--- config.mk ---
export PLATFORM = sky130hd
export DESIGN_NAME = pipe_stage_buffer
export DESIGN_NICKNAME = d
export VERILOG_FILES = /design/src/rtl/pipe_stage_buffer.sv
export SDC_FILE = /design/constraint.sdc
export NUM_CORES = 1
export LEC_CHECK = 0
export BUFFER_PORTS_ARGS = -buffer_cell sky130_fd_sc_hd__buf_2
export CAP_MARGIN = 20
export CORE_ASPECT_RATIO = 0.8
export CORE_MARGIN = 2
export CORE_UTILIZATION = 35
export DETAILED_ROUTE_END_ITERATION = 16
export PLACE_DENSITY = 0.6
export SETUP_SLACK_MARGIN = 0.15
export SYNTH_ARGS = -nofsm -noshare
export SYNTH_HDL_FRONTEND = slang
export SYNTH_SLANG_ARGS = --single-unit
--- constraint.sdc ---
create_clock -name clk -period 1.9 [get_ports clk]
set_clock_uncertainty 0.2 [all_clocks]
set_input_delay 0.19 -clock clk [delete_from_list [all_inputs] [get_ports clk]]
set_output_delay 0.19 -clock clk [all_outputs]
set_load 0.01 [all_outputs]
--- src/rtl/pipe_stage_buffer.sv ---
`default_nettype none
// ============================================================================
//  Module   : pipe_stage_buffer
//  Purpose  : Elastic pipeline-stage register placed between two pipeline
//             stages (e.g. EX -> WB). Holds up to DEPTH entries of
//             {ctrl, data_a, data_b, rd} in a circular FIFO with valid/ready
//             handshaking on both sides, a synchronous flush and masking of
//             the control bundle whenever no valid entry is presented.
//  Ports    :
//    clk         in   rising-edge clock
//    rst_n       in   asynchronous active-low reset
//    flush       in   synchronous discard of every held entry
//    in_valid    in   upstream offers an entry
//    in_ready    out  an entry can be accepted this cycle
//    in_ctrl     in   control bundle        [CTRL_W]
//    in_data_a   in   data word A           [DATA_W]
//    in_data_b   in   data word B           [DATA_W]
//    in_rd       in   destination register  [RD_W]
//    out_valid   out  head entry is valid
//    out_ready   in   downstream consumes the head entry
//    out_ctrl    out  head control, forced to 0 when out_valid=0
//    out_data_a  out  head data word A
//    out_data_b  out  head data word B
//    out_rd      out  head destination register
//    level       out  current occupancy     [$clog2(DEPTH)+1]
//  Revision : 1.0  initial release
// ============================================================================
module pipe_stage_buffer #(
  parameter int CTRL_W = 7,
  parameter int DATA_W = 33,
  parameter int RD_W   = 6,
  parameter int DEPTH  = 2
) (
  input  logic                   clk,
  input  logic                   rst_n,
  input  logic                   flush,
  input  logic                   in_valid,
  output logic                   in_ready,
  input  logic [CTRL_W-1:0]      in_ctrl,
  input  logic [DATA_W-1:0]      in_data_a,
  input  logic [DATA_W-1:0]      in_data_b,
  input  logic [RD_W-1:0]        in_rd,
  output logic                   out_valid,
  input  logic                   out_ready,
  output logic [CTRL_W-1:0]      out_ctrl,
  output logic [DATA_W-1:0]      out_data_a,
  output logic [DATA_W-1:0]      out_data_b,
  output logic [RD_W-1:0]        out_rd,
  output logic [$clog2(DEPTH):0] level
);

  localparam int                 c_PTR_W   = $clog2(DEPTH);
  localparam int                 c_CNT_W   = c_PTR_W + 1;
  localparam logic [c_CNT_W-1:0] c_FULL    = c_CNT_W'(DEPTH);
  localparam logic [c_CNT_W-1:0] c_CNT_ONE = c_CNT_W'(1);
  localparam logic [c_PTR_W-1:0] c_PTR_ONE = c_PTR_W'(1);

  // Storage slots
  logic [CTRL_W-1:0] r_ctrl_mem [DEPTH];
  logic [DATA_W-1:0] r_a_mem    [DEPTH];
  logic [DATA_W-1:0] r_b_mem    [DEPTH];
  logic [RD_W-1:0]   r_rd_mem   [DEPTH];

  logic [c_PTR_W-1:0] r_wr_ptr;
  logic [c_PTR_W-1:0] r_rd_ptr;
  logic [c_CNT_W-1:0] r_count;

  logic w_push;
  logic w_pop;

  // Handshake status comes only from the registered count, so in_ready
  // never depends on out_ready (no same-cycle pass-through when full).
  assign in_ready  = (r_count < c_FULL);
  assign out_valid = (r_count != '0);
  assign level     = r_count;

  // Flush overrides any transfer presented in the same cycle.
  assign w_push = in_valid & in_ready & ~flush;
  assign w_pop  = out_valid & out_ready & ~flush;

  // Pointer and occupancy bookkeeping. DEPTH is a power of two, so the
  // natural rollover of the pointer width implements the modulo wrap.
  always_ff @(posedge clk or negedge rst_n) begin
    if (!rst_n) begin
      r_wr_ptr <= '0;
      r_rd_ptr <= '0;
      r_count  <= '0;
    end else if (flush) begin
      r_wr_ptr <= '0;
      r_rd_ptr <= '0;
      r_count  <= '0;
    end else begin
      if (w_push) begin
        r_wr_ptr <= r_wr_ptr + c_PTR_ONE;
      end
      if (w_pop) begin
        r_rd_ptr <= r_rd_ptr + c_PTR_ONE;
      end
      case ({w_push, w_pop})
        2'b10:   r_count <= r_count + c_CNT_ONE;
        2'b01:   r_count <= r_count - c_CNT_ONE;
        default: r_count <= r_count;
      endcase
    end
  end

  // Payload storage. Cleared only by reset; flush leaves contents in place
  // because the ctrl mask already hides them while the buffer is empty.
  always_ff @(posedge clk or negedge rst_n) begin
    if (!rst_n) begin
      for (int i = 0; i < DEPTH; i++) begin
        r_ctrl_mem[i] <= '0;
        r_a_mem[i]    <= '0;
        r_b_mem[i]    <= '0;
        r_rd_mem[i]   <= '0;
      end
    end else if (w_push) begin
      r_ctrl_mem[r_wr_ptr] <= in_ctrl;
      r_a_mem[r_wr_ptr]    <= in_data_a;
      r_b_mem[r_wr_ptr]    <= in_data_b;
      r_rd_mem[r_wr_ptr]   <= in_rd;
    end
  end

  // Head presentation. Control bits are gated so a bubble can never
  // trigger a register write, branch or jump downstream.
  assign out_ctrl   = r_ctrl_mem[r_rd_ptr] & {CTRL_W{out_valid}};
  assign out_data_a = r_a_mem[r_rd_ptr];
  assign out_data_b = r_b_mem[r_rd_ptr];
  assign out_rd     = r_rd_mem[r_rd_ptr];

endmodule
`default_nettype wire

# == After elaboration in Yosys (flattened, before gate mapping) ==
# Index checks and enable logic that the tools add are counted.
# totals
out_inout_bits,83
wordCells,62
inputBits,84
reg_bits,162
# op_classes
n_reduce_logical,5
n_addsub,4
n_bitwise,8
order_cmp,4
muxes,28
eq_ne,2
# ops
operator,count
$mux 33,7
$bwmux 66,2
$demux 33 s1,1
$mux 7,4
$mux 6,4
$bwmux 14,1
$bwmux 12,1
$and 7x7->7,1
$demux 7 s1,1
$demux 6 s1,1
$reduce_bool 2->1,3
$and 1x1->1,4
$ge 2x2->1 const B,2
$mux 1,4
$not 1->2,2
$pmux 2 s2,1
$reduce_bool 3->1,1
$add 1x1->1 const B,2
$add 2x1->2 const B,1
$eq 2x1->1 const B,1
$eq 2x2->1 const B,1
$lt 2x1->1 const B,1
$lt 2x2->1 const B,1
$mux 2,1
3 further kinds,3

# == Logic depth before layout (Yosys ltp) ==
# Gate-level depths: netlist of run 1.
# logic_depth
depth_word,6
depth_mapped,5
depth_no_buf,3

# == Least setup slack after synthesis of run 1 ==
# No wires, ideal clock.
# synth_path
kind,register to register
start,register r_count[1] (netlist: level[1])
end,register r_a_mem[12] (netlist bit)
t_required_ns,1.572
path_slack_ns,-0.003
arrival_time_ns,1.576
synth_period_minus_slack_ns,1.903
n_path_buf,2
setup_time_ns,0.128
path_stages_with_launch,6
path_cell_list,dfrtp_1 -> nand2b_4 -> nor3b_4 -> buf_4 -> buf_4 -> mux2_1
# synth_between
elab_chain_len,3
# synth_lines
element,line,source
from (decl),66,logic [c_CNT_W-1:0] r_count;
from (signal assigned),100,2'b10: r_count <= r_count + c_CNT_ONE;
from (signal assigned),101,2'b01: r_count <= r_count - c_CNT_ONE;
from (signal assigned),102,default: r_count <= r_count;
$lt 2x2->1,73,assign in_ready = (r_count < c_FULL);
$and 1x1->1 (2 in a row),78,assign w_push = in_valid & in_ready & ~flush;
"to (signal, indexed assignment)",119,r_a_mem[r_wr_ptr] <= in_data_a;
to (decl),60,logic [DATA_W-1:0] r_a_mem [DEPTH];
# No other way between the ends.
# A chain may end at the register's enable or synchronous reset.

# == Worst setup path after layout of run 1 ==
# layout_path
start,register r_rd_ptr
end,output out_data_b[29]
# layout_between
elab_chain_len,4
# layout_lines
element,line,source
from (decl),65,logic [c_PTR_W-1:0] r_rd_ptr;
from (signal assigned),97,r_rd_ptr <= r_rd_ptr + c_PTR_ONE;
$not 1->2 (not written as such),129,assign out_data_b = r_b_mem[r_rd_ptr];
$mux 33 (not written as such) (3 in a row),129,
to (decl),47,"output logic [DATA_W-1:0] out_data_b,"
# No other way between the ends. The select of a mux whose other input is x is not followed.

==> tab_implementation.tex, run 1 <==
\begin{tabular}{lr}
\hline
Metric & Value \\
\hline
\multicolumn{2}{l}{\textbf{Logic synthesis}} \\
Synthesized area per cell & 15.53 sq um \\
Dominant cell type by area after synthesis & dfrtp\_1 \\
Distinct cell type count after synthesis & 19 \\
Number of warnings issued by yosys & 0 \\
Total of flip-flops plus latches after synthesis & 162 \\
Area fraction of the dominant cell type after synthesis & 57.87\% \\
Synthesized netlist net count & 535 \\
Most common library cells after synthesis & 221 x mux2\_2, 162 x dfrtp\_1, 13 x buf\_2 \\
Cells taking the most area after synthesis & dfrtp\_1 58\%, mux2\_2 36\%, mux2\_1 1.6\% \\
Portion of the post-synthesis area used by sequential elements & 57.87\% \\
Post-Syn Area & 7005 sq um \\
Number of enable-type register cells in the synthesized netlist & 0 \\
Most used flip-flop cell after synthesis & dfrtp\_1 \\
Count leader, synth & mux2\_2 \\
Number of instances in the synthesized netlist & 451 \\
Share of flip-flops with an asynchronous set or reset & 100.0\% \\
\multicolumn{2}{l}{\textbf{CTS}} \\
Clk pin slew, worst setup/hold paths & 70 ps \\
Root buffer selected by CTS & clkbuf\_16 \\
Sink Count & 162 \\
Clock Latency Late Sink & 420 ps \\
Buffer depth of the longest clock path & 2 \\
CTS tree & done \\
Number of clock buffers inserted by TritonCTS & 17 \\
CTS H-tree depth & 4 \\
\multicolumn{2}{l}{\textbf{Layout}} \\
Area growth from synthesis to layout & 69.58\% \\
Total inserted antenna cells & 0 \\
Final design area excluding fillers & 11880 sq um \\
Final layout net count & 852 \\
Fraction of final layout cells with drive strength greater than 1 & 65.30\% \\
\multicolumn{2}{l}{\textbf{Floorplan}} \\
Die area & 21170 sq um \\
Core box area & 19740 sq um \\
Total number of placement rows & 46 \\
Die height & 130.5 um \\
Count of pins on the block boundary & 167 \\
Initial cell density of the core & 35.49\% \\
Overall die width & 162.2 um \\
\multicolumn{2}{l}{\textbf{Global routing}} \\
Residual overflow from global routing & 0 \\
Maximum number of pins on one net before global-route repair & 53 \\
Antenna violations before repair & 0 \\
Global-route usage over all layers & 20.36\% \\
Via count of the first global-routing pass & 5597 \\
First-pass GRT wire length & 32.31 mm \\
\multicolumn{2}{l}{\textbf{Worst setup path}} \\
Kind of end point of the critical path & output pin \\
Crit path kind & flop to output pin \\
CP required & 1510 ps \\
Startpoint kind of the worst setup timing path & flop \\
Critical path data arrival time & 1730 ps \\
CP Max Fanout & 16 \\
\multicolumn{2}{l}{\textbf{Place}} \\
Placement-stage cell area & 8353 sq um \\
Number of I/O port buffers & 166 \\
Placed wire-length estimate after detailed placement & 10.39 mm \\
GPL Wtd Cong & 0.7121 \\
Worst setup slack before clock tree synthesis & 19.42 ps \\
\multicolumn{2}{l}{\textbf{Detailed routing}} \\
Final wirelength & 21.71 mm \\
Via count & 5041 \\
Drt first pass iters & 4 \\
Average vias per placed instance & 4.824 \\
DRC Markers & 0 \\
DRT antenna net count & 0 \\
DRC marker count from the first detailed-route iteration & 225 \\
Detail-routed net length per standard cell & 20.77 um \\
\multicolumn{2}{l}{\textbf{Status}} \\
Status & finished, violations left \\
Failing checks & negative setup slack \\
\multicolumn{2}{l}{\textbf{STA}} \\
Final Max Tran Viols & 0 \\
Least setup slack across all paths after layout & -222.9 ps \\
Headroom to the max-slew limit & 64.20\% \\
Total Neg Setup Slack & -29200 ps \\
Timing-limited maximum frequency & 471.1 MHz \\
Number of failing hold endpoints at the final stage & 0 \\
Setup-failing EPs final & 237 \\
Final critical path time including I/O delays and setup & 2123 ps \\
WHS & 87.18 ps \\
Unrepaired setup endpoints after global routing & true \\
Final cycle utilization of the critical path & 111.7\% \\
Actual transition at the worst max-transition pin & 537.1 ps \\
\multicolumn{2}{l}{\textbf{Pwr}} \\
Power per standard cell area & 1054 nW/um\^{}2 \\
VDD IR max & 0.0006300 V \\
Leakage power summed over all cells & 5.554 nW \\
\multicolumn{2}{l}{\textbf{Job}} \\
Count of maximum capacitance violations & 0 \\
\multicolumn{2}{l}{\textbf{Worst hold path}} \\
Classification of the worst-slack hold path & input port to async pin \\
\hline
\end{tabular}
metrics by stage:
| step | power (mW) | utilization (%) | instances |
|---|---|---|---|
| 2_1_floorplan | 6.553 | - | 451 |
| 3_3_place_gp | 7.393 | 42.31 | 873 |
| 3_5_place_dp | 7.556 | 42.31 | 873 |
| 4_1_cts | 11.94 | 57.08 | 1038 |
| 5_1_grt | 13.13 | 60.18 | 1045 |
| 6_report | 12.52 | 60.18 | 1045 |
routing by layer:
metal / up-vias / global-route usage (%) / wire, um
li1: 2255 / - / -
met1: 2641 / 28.27 / 10350
met2: 125 / 32.42 / 10140
met3: 20 / 4.388 / 923
met4: 0 / 5.986 / 293
met5: - / 0 / 0
cell usage in the layout (no fill, tap or decap), types with 9 or more instances in the layout:
master,n
mux2_2,35
mux2_4,196
buf_2,124
buf_4,9
buf_6,55
buf_12,22
dfrtp_1,160
buf_16,23
dlygate4sd3_1,83
nor2_1,9
clkbuf_16,19
flip-flops by register name (all words and copies together) (netlist names):
signal / count
level: 2
r_a_mem: 66
r_ctrl_mem: 14
r_wr_ptr: 1
r_rd_ptr: 1
r_rd_mem: 12
r_b_mem: 66
power by group:
group	internal (mW)	switching [mW]	total [mW]
registers	4.41	0.578	4.99
logic	2.81	1.37	4.17
clock network	1.87	1.49	3.36
total	9.08	3.44	12.5
cell families after synthesis:
logic type             Yosys count  share of synthesized area (%)
AO/OA/AOI/OAI                    4                         0.2858
buffers and inverters           28                          2.000
multiplexers                   238                          38.13
XOR/XNOR                         2                         0.2501
AND/OR/NAND/NOR                 17                          1.465
flip-flops                     162                          57.87
final timing paths:
kind / startpoint / cells after the start / slack, ps / end
setup / recovery: r_rd_ptr / 3 / -220 / out_data_b[29]
hold / removal: rst_n / 2 / 90 / r_b_mem[64]
setup reg to reg: level[1] / 9 / -200 / r_ctrl_mem[6]
hold reg to reg: r_a_mem[54] / 1 / 310 / r_a_mem[54]
max in group asynchronous: rst_n / 3 / 790 / r_b_mem[53]
min in group clk: r_a_mem[54] / 1 / 310 / r_a_mem[54]
what timing repair did:
action	CTS	global route
gates resized for setup	174	109
hold buffers	83	0
endpoints found under the hold margin	324	0
pin swaps	2	1
buffers inserted	27	5
cloned	23	2
endpoints found under the setup margin	238	238
final cells by class:
class / count / area (sq um)
Clock buffer: 19 / 442.9
Clock inverter: 13 / 127.6
Fill cell: 1456 / 7861
Inverter: 2 / 7.507
Multi-Input combinational cell: 261 / 3561
Sequential cell: 162 / 4059
Tap cell: 264 / 330.3
Timing Repair Buffer: 324 / 3352
critical path: stages, from the launching register on:
cell and delay [ps]:
dfrtp_4 560, clkbuf_16 260, mux2_2 340, buf_2 140
Power figures use the tool's default switching activity.
==> run 2, diff against run 1 <==
Settings changed: CORE_UTILIZATION 35 to 48, PLACE_DENSITY 0.6 to 0.78.
==> tab_implementation.tex, run 2 (synthesis gave the netlist of run 1 again) <==
\begin{tabular}{lr}
\hline
Metric & Value \\
\hline
\multicolumn{2}{l}{\textbf{STA}} \\
Final Max Tran Viols & 0 \\
Number of failing hold endpoints at the final stage & 0 \\
Unrepaired setup endpoints after global routing & true \\
Setup-failing EPs final & 238 \\
Actual transition at the worst max-transition pin & 391.9 ps \\
Final cycle utilization of the critical path & 109.9\% \\
Total Neg Setup Slack & -27460 ps \\
Least setup slack across all paths after layout & -187.7 ps \\
Timing-limited maximum frequency & 479.0 MHz \\
Final critical path time including I/O delays and setup & 2088 ps \\
Headroom to the max-slew limit & 73.87\% \\
\multicolumn{2}{l}{\textbf{Layout}} \\
Commonest non-fill, non-tap cells in the layout & 159 x mux2\_4, 159 x dfrtp\_1, 147 x buf\_2 \\
Final layout net count & 853 \\
Leading registers by flop count & r\_a\_mem: 66 flops, r\_b\_mem: 66 flops, r\_ctrl\_mem: 14 flops \\
Final core utilization & 81.50\% \\
Area growth from synthesis to layout & 65.76\% \\
Fill cells & 722 \\
Fraction of final layout cells with drive strength greater than 1 & 66.92\% \\
Total inserted antenna cells & 0 \\
\multicolumn{2}{l}{\textbf{Worst setup path}} \\
Critical-path cell with the highest stage delay & dfrtp\_4 \\
Crit path kind & flop to output pin \\
CP Max Fanout & 11 \\
Number of cell instances on the worst register-to-register path & 8 \\
Critical path, cell by cell & buf\_4 -> buf\_16 -> mux2\_2 -> buf\_2 \\
Number of cells on the critical path & 4 \\
Delay contributed by the slowest stage of the critical path & 520 ps \\
Critical path data arrival time & 1700 ps \\
CP required & 1510 ps \\
Kind of end point of the critical path & output pin \\
Startpoint kind of the worst setup timing path & flop \\
Dominant delay contributor by cell family on the critical path & flip-flops \\
Worst path bufs/invs & 3 \\
\multicolumn{2}{l}{\textbf{Global routing}} \\
First-pass GRT wire length & 31.84 mm \\
Residual overflow from global routing & 0 \\
Antenna violations before repair & 0 \\
Global-route usage over all layers & 26.50\% \\
Via count of the first global-routing pass & 5720 \\
Maximum number of pins on one net before global-route repair & 57 \\
\multicolumn{2}{l}{\textbf{Detailed routing}} \\
Average vias per placed instance & 5.314 \\
Detailed-routed wire length on met2 & 11.44 mm \\
Routed length on met3 & 978 um \\
DRC Markers & 0 \\
Detail-routed net length per standard cell & 22.99 um \\
Highest routed layer & met4 \\
Via count & 5123 \\
Final wirelength & 22.17 mm \\
DRC marker count from the first detailed-route iteration & 223 \\
Met1 wire length & 9.438 mm \\
Drt first pass iters & 5 \\
DRT antenna net count & 0 \\
\multicolumn{2}{l}{\textbf{CTS}} \\
Sink Count & 162 \\
CTS tree & done \\
CTS H-tree depth & 4 \\
Clk pin slew, worst setup/hold paths & 60 ps \\
Buffer depth of the longest clock path & 2 \\
Root buffer selected by CTS & clkbuf\_16 \\
Clock Latency Late Sink & 410 ps \\
Number of clock buffers inserted by TritonCTS & 17 \\
\multicolumn{2}{l}{\textbf{Floorplan}} \\
Count of pins on the block boundary & 167 \\
Overall die width & 139.1 um \\
Total number of placement rows & 39 \\
Die height & 112.1 um \\
Die area & 15580 sq um \\
Initial cell density of the core & 49.17\% \\
Core box area & 14250 sq um \\
\multicolumn{2}{l}{\textbf{Status}} \\
Failing checks & negative setup slack \\
Status & finished, violations left \\
\multicolumn{2}{l}{\textbf{Pwr}} \\
Total Power & 12.38 mW \\
Leakage power summed over all cells & 5.400 nW \\
Power per standard cell area & 1066 nW/um\^{}2 \\
VDD IR max & 0.0008018 V \\
\multicolumn{2}{l}{\textbf{Place}} \\
Placed wire-length estimate after detailed placement & 9.760 mm \\
Number of I/O port buffers & 166 \\
GPL Wtd Cong & 0.7451 \\
\multicolumn{2}{l}{\textbf{Job}} \\
Count of maximum capacitance violations & 0 \\
\multicolumn{2}{l}{\textbf{Worst hold path}} \\
Classification of the worst-slack hold path & input port to async pin \\
\hline
\end{tabular}
-- run 2: where the power goes --
| group | switching (mW) | total, mW | internal [mW] |
|---|---|---|---|
| clock network | 1.39 | 3.35 | 1.96 |
| logic | 1.40 | 3.98 | 2.58 |
| registers | 0.639 | 5.05 | 4.41 |
| total | 3.43 | 12.4 | 8.95 |
-- run 2: layout make-up --
cell class,instances,area [sq um],share of cell area (%)
Clock inverter,9,108.9,0.9374
Sequential cell,162,4060,34.96
Inverter,2,10.01,0.08620
Clock buffer,21,450.4,3.879
Timing Repair Buffer,325,3236,27.86
Multi-Input combinational cell,261,3517,30.29
Tap cell,184,230.2,1.983
-- run 2: timing repair --
item                                   CTS  global route
buffers inserted                        23            12
gates resized for setup                143           109
endpoints found under the hold margin  324             0
setup endpoints to repair              238           239
gates cloned                            22             7
hold buffers                            84             0
pin swaps                                2             2
-- run 2: path summary, 6_finish.rpt --
kind | startpoint | endpoint | slack [ps]
worst max-delay path | r_rd_ptr | out_data_b[3] | -190
worst min-delay path | rst_n | r_b_mem[61] | 50
worst max register to register | level[1] | r_ctrl_mem[10] | -190
worst min register to register | r_b_mem[52] | r_b_mem[52] | 310
max in group asynchronous | rst_n | level[1] | 780
min in group clk | in_valid | level[0] | 240
-- run 2: metrics by stage --
| step | hold WS, ps | instances | area (sq um) | setup slack [ps] |
|---|---|---|---|---|
| 2_1_floorplan | -305.6 | 451 | 7073 | 85.57 |
| 3_3_place_gp | -84.78 | 787 | 8170 | 64.04 |
| 3_5_place_dp | -78.74 | 787 | 8170 | 30.17 |
| 4_1_cts | 41.24 | 946 | 10860 | -169.4 |
| 5_1_grt | 75.14 | 964 | 11610 | -227.9 |
| 6_report | 45.38 | 964 | 11610 | -187.7 |
-- run 2: metal layers --
layer,up-vias,global-route usage (%)
met5,-,0
met4,0,8.552
met3,22,5.930
met2,161,45.52
met1,2684,33.79
li1,2256,-
-- run 2: worst register-to-register path, stage by stage, from the launching register on --
cell,delay (ps)
dfrtp_2,420
nand2b_4,160
buf_12,130
nor3_4,240
buf_6,170
buf_6,130
buf_12,110
buf_16,120
mux2_4,300
